<file path="src/rtl/modrm_field_sequencer.sv">
// Walks an x86 32-bit ModR/M group (ModR/M, optional SIB, optional disp8/disp32)
// one byte at a time and presents the parsed fields as a single handshake group.
module modrm_field_sequencer (
  input  logic        clk,
  input  logic        clr,
  input  logic        in_valid,
  input  logic [7:0]  in_byte,
  output logic        in_ready,
  input  logic        abort,
  output logic        out_valid,
  input  logic        out_ready,
  output logic [7:0]  out_modrm,
  output logic [7:0]  out_sib,
  output logic        out_sib_present,
  output logic [31:0] out_disp,
  output logic        out_disp_present,
  output logic        out_disp8,
  output logic [2:0]  out_len
);

  typedef enum logic [1:0] {
    IDLE = 2'd0,
    SIB  = 2'd1,
    DISP = 2'd2,
    DONE = 2'd3
  } state_t;

  state_t      state;
  state_t      state_next;
  logic [1:0]  disp_cnt;
  logic        accept;
  logic        sib_needed;
  logic [2:0]  modrm_disp_len;
  logic [2:0]  sib_disp_len;
  logic        last_disp;
  logic        group_taken;

  // Displacement length from mod, rm and (when a SIB follows) the SIB base field.
  function automatic logic [2:0] disp_len_f(input logic [1:0] mod,
                                            input logic [2:0] rm,
                                            input logic [2:0] base);
    logic [2:0] len;
    len = 3'd0;
    case (mod)
      2'b01: len = 3'd1;
      2'b10: len = 3'd4;
      2'b00: begin
        if (rm == 3'b101)
          len = 3'd4;
        else if (rm == 3'b100 && base == 3'b101)
          len = 3'd4;
      end
      default: len = 3'd0;
    endcase
    return len;
  endfunction

  assign in_ready       = (state != DONE) && !abort;
  assign accept         = in_valid && in_ready;
  assign out_valid      = (state == DONE);
  assign group_taken    = (state == DONE) && out_ready;
  assign sib_needed     = (in_byte[7:6] != 2'b11) && (in_byte[2:0] == 3'b100);
  assign modrm_disp_len = disp_len_f(in_byte[7:6], in_byte[2:0], 3'b000);
  assign sib_disp_len   = disp_len_f(out_modrm[7:6], out_modrm[2:0], in_byte[2:0]);
  // out_disp8 is set on entry to DISP, so it doubles as the 1-vs-4 byte length.
  assign last_disp      = out_disp8 || (disp_cnt == 2'd3);

  always_ff @(posedge clk or negedge clr) begin
    if (!clr)
      state <= IDLE;
    else
      state <= state_next;
  end

  always_comb begin
    state_next = state;
    if (abort) begin
      state_next = IDLE;
    end else begin
      case (state)
        IDLE: begin
          if (accept) begin
            if (sib_needed)
              state_next = SIB;
            else if (modrm_disp_len != 3'd0)
              state_next = DISP;
            else
              state_next = DONE;
          end
        end
        SIB: begin
          if (accept)
            state_next = (sib_disp_len != 3'd0) ? DISP : DONE;
        end
        DISP: begin
          if (accept && last_disp)
            state_next = DONE;
        end
        DONE: begin
          if (out_ready)
            state_next = IDLE;
        end
        default: state_next = IDLE;
      endcase
    end
  end

  // Capture registers double as the output fields; cleared on abort or hand-off.
  always_ff @(posedge clk or negedge clr) begin
    if (!clr) begin
      disp_cnt         <= 2'd0;
      out_modrm        <= 8'h00;
      out_sib          <= 8'h00;
      out_sib_present  <= 1'b0;
      out_disp         <= 32'h0;
      out_disp_present <= 1'b0;
      out_disp8        <= 1'b0;
      out_len          <= 3'd0;
    end else if (abort || group_taken) begin
      disp_cnt         <= 2'd0;
      out_modrm        <= 8'h00;
      out_sib          <= 8'h00;
      out_sib_present  <= 1'b0;
      out_disp         <= 32'h0;
      out_disp_present <= 1'b0;
      out_disp8        <= 1'b0;
      out_len          <= 3'd0;
    end else if (accept) begin
      out_len <= out_len + 3'd1;
      case (state)
        IDLE: begin
          out_modrm <= in_byte;
          if (!sib_needed && modrm_disp_len == 3'd1)
            out_disp8 <= 1'b1;
        end
        SIB: begin
          out_sib         <= in_byte;
          out_sib_present <= 1'b1;
          if (sib_disp_len == 3'd1)
            out_disp8 <= 1'b1;
        end
        DISP: begin
          out_disp_present <= 1'b1;
          disp_cnt         <= disp_cnt + 2'd1;
          if (out_disp8)
            out_disp <= {{24{in_byte[7]}}, in_byte};
          else
            out_disp[{disp_cnt, 3'b000} +: 8] <= in_byte;
        end
        default: ;
      endcase
    end
  end

endmodule

</file>
<file path="config.mk">
export PLATFORM = sky130hd
export DESIGN_NAME = modrm_field_sequencer
export DESIGN_NICKNAME = d
export VERILOG_FILES = /design/src/rtl/modrm_field_sequencer.sv
export SDC_FILE = /design/constraint.sdc
export NUM_CORES = 1
export LEC_CHECK = 0
export CAP_MARGIN = 0
export CORE_ASPECT_RATIO = 0.75
export CORE_MARGIN = 5
export CORE_UTILIZATION = 50
export CTS_BUF_LIST = sky130_fd_sc_hd__clkbuf_16
export DETAILED_ROUTE_END_ITERATION = 10
export GPL_TIMING_DRIVEN = 0
export PLACE_DENSITY_LB_ADDON = 0.2
export SLEW_MARGIN = 5
export SYNTH_ARGS = -nofsm -noshare
export SYNTH_HDL_FRONTEND = slang
export SYNTH_SLANG_ARGS = --single-unit
</file>
<file path="constraint.sdc">
create_clock -name clk -period 3.1 [get_ports clk]
set_input_delay 0.465 -clock clk [delete_from_list [all_inputs] [get_ports clk]]
set_output_delay 0.465 -clock clk [all_outputs]
set_load 0.005 [all_outputs]
</file>
* Word-level counts from Yosys, hierarchy flattened
Index checks and enable logic that the tools add are counted.
** Word-level totals
- Output and inout port bits :: 56
- Bits in registers :: 58
- Logic and storage cells :: 103
- Input bits :: 13
** Operators by class
- Multiplexer cells :: 41
- Eq/ne operators :: 22
- Add/sub/neg operators :: 3
- Reductions and logical operators :: 26
- Shift-type cells :: 2
** Operators with widths (number)
- $mux W32 :: 4
- $mux W8 :: 6
- $bwmux W32 :: 1
- $shift A8 B7 Y32 const A :: 1
- $shiftx A8 B7 Y32 :: 1
- $mux W2 :: 9
- $pmux W3 S3 :: 2
- $mux W3 :: 5
- $ne A3 B3 Y1 const B :: 5
- $eq A3 B3 Y1 const B :: 4
- $mux W1 :: 12
- $eq A2 B2 Y1 const B :: 5
- $reduce_bool A3 Y1 :: 3
- $pmux W2 S4 :: 1
- $reduce_and A4 Y1 :: 2
- $reduce_bool A2 Y1 :: 4
- $logic_and A1 B1 Y1 :: 7
- $neg A5 Y7 :: 1
- $eq A2 B1 Y1 const B :: 3
- $eq A3 B1 Y1 const B :: 2
- $logic_not A2 Y1 :: 3
- $reduce_and A2 Y1 :: 3
- $ne A2 B2 Y1 const B :: 2
- $add A3 B1 Y3 const B :: 1
- other kinds (5) :: 7

* Longest topological paths before layout
- Word-level depth :: 10
- Mapped depth :: 7
- Mapped depth without buffers :: 6

* Least setup slack after synthesis
Ideal clock, no wire load.
- Kind :: register to register
- Start point :: register state[0]
- End point :: register state[1]
- Arrival :: 1.809 ns
- Required time :: 3.023 ns
- Library setup time :: 0.077 ns
- Path slack :: 1.213 ns
- Stages on the path, launching flop included :: 7
- Clock period less this slack :: 1.887 ns
- Path buffers :: 1
- Path through :: dfrtp_1 ha_1 buf_6 or3b_4 o21ba_1 a2111o_1 a21oi_1
** Between the ends
- Elaborated cells on any way between the ends :: 15
- Those cells by class :: eq/ne: 8; mux: 2; reduce/logical: 5
** RTL lines
- from (decl) :: RTL line 28 : state_t state;
- from (signal assigned) :: RTL line 72 : state <= state_next;
- $eq A2 B2 Y1 (*)
- named net out_valid :: RTL line 10 : output logic out_valid,
- $ne A3 B2 Y1 (no line) or $pmux W2 S4 (tied branches)
- $reduce_and A4 Y1 (no line) or $mux W2 (tied branches)
The timed path passes the listed nets; every way through them passes the cells marked *.
A chain may end at the register's enable or synchronous reset.

* Worst setup path after layout
- Start point :: register state[0]
- End point :: register out_disp[16]
** Between the ends
- Word-level cells in the longest chain between the ends :: 5
- Elaborated cells on any way between the ends :: 11
- Those cells by class :: eq/ne: 3; mux: 1; reduce/logical: 7
** RTL lines
- $eq A2 B2 Y1 or $ne A2 B2 Y1 (tied branches) :: RTL line 61, 58
- $logic_and A1 B1 Y1 (on tied branches) :: RTL line 61, 58
- $logic_or A1 B1 Y1 or $logic_and A1 B1 Y1 (tied branches) :: RTL line 119, 59
- $reduce_bool A2 Y1 (no line)
- $reduce_and A2 Y1 (no line)
- to (signal assigned) :: RTL line 146 : out_disp <= {{24{in_byte[7]}}, in_byte};
- to (signal, indexed assignment) :: RTL line 148 : out_disp[{disp_cnt, 3'b000} +: 8] <= in_byte;
- to (decl) :: RTL line 15 : output logic [31:0] out_disp,
Several ways; a longest one is shown, not always the timed one.

==> impl_metrics.ini <==
[status]
run_status = completed

[critical_path]
crit_path_max_incr_delay_ps = 550
cp-start-kind = register
crit_path_max_fanout = 7
timing.critical_path.mode_cell = sky130_fd_sc_hd__o21ai_0
cp_cell_sequence = inv_1 > ha_1 > nand2_1 > nor3_1 > o21ai_0 > o21ai_0
crit_type = reg2reg
slowest_stage = sky130_fd_sc_hd__nor3_1
cp.required_ps = 3340
worstPathArrival_ps = 2460
cp-end-kind = register

[final_layout]
nFillCells = 428
finish.net_count = 393
mostFrequentLayoutCell = sky130_fd_sc_hd__nand2_1
post_layout_nonfiller_instances = 449
layout_common_cells = sky130_fd_sc_hd__nand2_1 (64), sky130_fd_sc_hd__clkdlybuf4s50_1 (63), sky130_fd_sc_hd__dfrtp_1 (58)
insertedDiodeCount = 0
drive_above_1_share_pct = 6.684
area_growth_synth_to_finish_pct = 38.03

[clock_tree]
numCtsBuffers = 9
insertion_delay_of_the_later_clocked_pin_in_the_worst_skew_pair_ps = 330
cts.repair.resized = 0
clockBufferDepth = 2
post-cts-setup-buffers = 0
cts.htree.levels = 3
cts_hold_repair.buffers = 0
cts.root.buffer_cell = sky130_fd_sc_hd__clkbuf_16
cts_num_sinks = 58
cts_tree = done
clkTransAtPathRegs_ps = 50

[routing]
detail-route-antenna-nets = 0
via_count = 2502
avgRoutedWirePerCell_microns = 16.96
vias_per_cell = 5.572
drc = 0
drt-pass1-iter-count = 4
aggregate_routed_wire_length_mm = 7.613
dr.first_iter.drc_count = 122

[synth]
synth.avg_cell_area_sq_um = 9.388
ys_seq_elements = 58
synth_cell_type_count = 39
syn-num-nets = 317
ys_seq_area_share_pct = 52.58
synth_area_sq_mm = 0.002760
synth.yosys.warnings = 0
syn_inst = 294

[die]
placement_rows = 23
die_h_microns = 74.35
fp.dieArea_sq_mm = 0.007122
effective_utilization_at_floorplan_pct = 51.57
num_ports = 69
chipWidth_microns = 95.79
core_region_area_sq_mm = 0.005353

[sta]
clock_skew_ps = 7.091
fin_tns_setup_ps = 0
timing.final.crit_period_ps = 2224
fmax_mhz = 449.7
hold_slack_ps = 131.2
hold_viol = 0
max_slew_margin_pct = 53.34
timing_max_transition_violations_final = 0
worst_pin_slew_ps = 694.6
rsz0062_at_grt = false
finalCritPeriodShare_pct = 71.74
final_worst_setup_slack_ps = 876.2
finalSetupViolations = 0

[global_route]
track_usage_pct = 23.39
vias_in_the_first_global_route = 2494
initial_antenna_violation_count = 0
grt_pass1_wl_mm = 12.45
grtUsageMet1_pct = 31.70
maximum_number_of_pins_on_one_net_before_global_route_repair = 35
busiest_layer_in_global_routing = met2
global_route.usage.met3_pct = 7.583
grt-ovfl-total = 0
grtUsageMet2_pct = 35.52

[power]
p_leak_nw = 1.615
power.density_cell_area_mw_per_mm2 = 616.5
vdd.ir_drop.worst_mv = 0.3792

[placed_design]
placedCellCount = 434
place_hpwl_mm = 5.138
dp_worst_setup_slack_ps = 652.9
gpl.final_weighted_congestion = 0.8235
portBuffers = 64

[job]
number_of_maximum_capacitance_constraint_violations = 0

[worst_hold_path]
hold_path_class = in2async
## cell usage after synthesis
library cell | number | area share (%)
sky130_fd_sc_hd__nor2_1 | 14 | 1.9
sky130_fd_sc_hd__o221ai_1 | 1 | 0.32
sky130_fd_sc_hd__a21boi_0 | 1 | 0.27
sky130_fd_sc_hd__buf_2 | 2 | 0.36
sky130_fd_sc_hd__o31ai_1 | 4 | 1.1
sky130_fd_sc_hd__inv_1 | 4 | 0.54
sky130_fd_sc_hd__ha_1 | 10 | 4.5
sky130_fd_sc_hd__xor2_1 | 1 | 0.32
sky130_fd_sc_hd__a21o_1 | 1 | 0.27
sky130_fd_sc_hd__nand2b_1 | 2 | 0.45
sky130_fd_sc_hd__nor3b_2 | 1 | 0.45
sky130_fd_sc_hd__o21a_1 | 1 | 0.27
sky130_fd_sc_hd__or2_2 | 4 | 0.91
sky130_fd_sc_hd__a22o_1 | 9 | 2.9
sky130_fd_sc_hd__and2_1 | 3 | 0.68
sky130_fd_sc_hd__a211o_1 | 1 | 0.32
sky130_fd_sc_hd__or3b_4 | 1 | 0.41
sky130_fd_sc_hd__o21ai_0 | 29 | 5.3
sky130_fd_sc_hd__o21ba_1 | 1 | 0.36
sky130_fd_sc_hd__buf_6 | 1 | 0.41
sky130_fd_sc_hd__and3b_1 | 3 | 0.95
sky130_fd_sc_hd__a2111oi_0 | 1 | 0.32
sky130_fd_sc_hd__nor4_1 | 1 | 0.23
sky130_fd_sc_hd__nand2_1 | 64 | 8.7
sky130_fd_sc_hd__nor4bb_1 | 1 | 0.36
sky130_fd_sc_hd__a21oi_2 | 2 | 0.63
sky130_fd_sc_hd__nor2b_1 | 5 | 1.1
sky130_fd_sc_hd__nor3_1 | 2 | 0.36
sky130_fd_sc_hd__nor4b_2 | 1 | 0.54
sky130_fd_sc_hd__o22a_1 | 1 | 0.32
sky130_fd_sc_hd__clkbuf_1 | 10 | 1.4
sky130_fd_sc_hd__and4b_1 | 1 | 0.36
sky130_fd_sc_hd__nor3b_1 | 3 | 0.82
sky130_fd_sc_hd__a21oi_1 | 44 | 8.0
sky130_fd_sc_hd__a2111o_1 | 1 | 0.41
sky130_fd_sc_hd__a31oi_1 | 1 | 0.23
sky130_fd_sc_hd__dfrtp_1 | 58 | 53
sky130_fd_sc_hd__buf_1 | 3 | 0.41
sky130_fd_sc_hd__xnor2_1 | 1 | 0.32
## worst paths after layout
kind	cells after the start	start	slack [ps]	to
worst min-delay path	1	clr	130	out_modrm[6]$_DFFE_PN0P_
worst min register to register	2	out_disp[28]$_DFFE_PN0P_	480	out_disp[28]$_DFFE_PN0P_
min in group clk	2	abort	410	state[0]$_DFFE_PN0P_
worst max-delay path	6	state[0]$_DFFE_PN0P_	880	out_disp[16]$_DFFE_PN0P_
max in group asynchronous	2	clr	2380	out_disp[30]$_DFFE_PN0P_
worst max register to register	6	state[0]$_DFFE_PN0P_	880	out_disp[16]$_DFFE_PN0P_
## worst max-delay path: cells and delay by family, from the launching register on
| kind | cells | cell delay (ps) |
|---|---|---|
| buf+inv | 1 | 100 |
| simple gates | 2 | 670 |
| fa+ha+maj | 1 | 220 |
| compound gates | 2 | 730 |
| flops | 1 | 410 |
## report_power, final
part | internal (mW) | switching [mW] | leakage [nW]
logic | 0.220 | 0.256 | 0.659
registers | 0.809 | 0.0503 | 0.803
clock network | 0.686 | 0.328 | 0.153
## logic make-up (layout without fill, tap and decap cells)
| kind of cell | count (synthesis) | in the layout | share of synthesized area [%] |
|---|---|---|---|
| AOI/OAI and AO/OA | 98 | 98 | 20.90 |
| xor gates and xnor gates | 2 | 2 | 0.6347 |
| adders and majority gates | 10 | 10 | 4.533 |
| buffers and inverters | 20 | 100 | 3.082 |
| DFF | 58 | 58 | 52.58 |
| and+or+nand+nor | 106 | 106 | 18.27 |
## routing by layer
metal	routed length [microns]	part of all wire [%]	vias up
li1	-	-	1177
met1	3312	44	1214
met2	3585	47	99
met3	607	8.0	12
met4	107	1.4	0
met5	0	0	-
## metrics by stage
stage	power [mW]	util, %	cell area [sq um]
final	2.349	71.18	3810
after CTS	2.359	71.18	3810
after floorplan	1.141	-	2760
after detailed placement	1.338	65.57	3510
after global routing	2.471	71.18	3810
after global placement	1.325	65.29	3495
## layout make-up
type	instances	area, sq um	share of cell area (%)
plain buffers	16	70.07	1.839
clock buffers	9	225.2	5.911
clock inverters	6	75.07	1.970
inverters	4	15.01	0.3941
multi-input cells	216	1224	32.12
flip-flops and latches	58	1451	38.10
well taps	75	93.84	2.463
repair buffers	65	655.6	17.21
## flip-flops by register name (all words and copies together) (netlist names)
signal and cells:
state 2, out_modrm 8, out_disp_present 1, disp_cnt 2, out_len 3, out_disp8 1, out_sib_present 1, out_sib 8
out_disp 32
(Power assumes the default switching activity.)
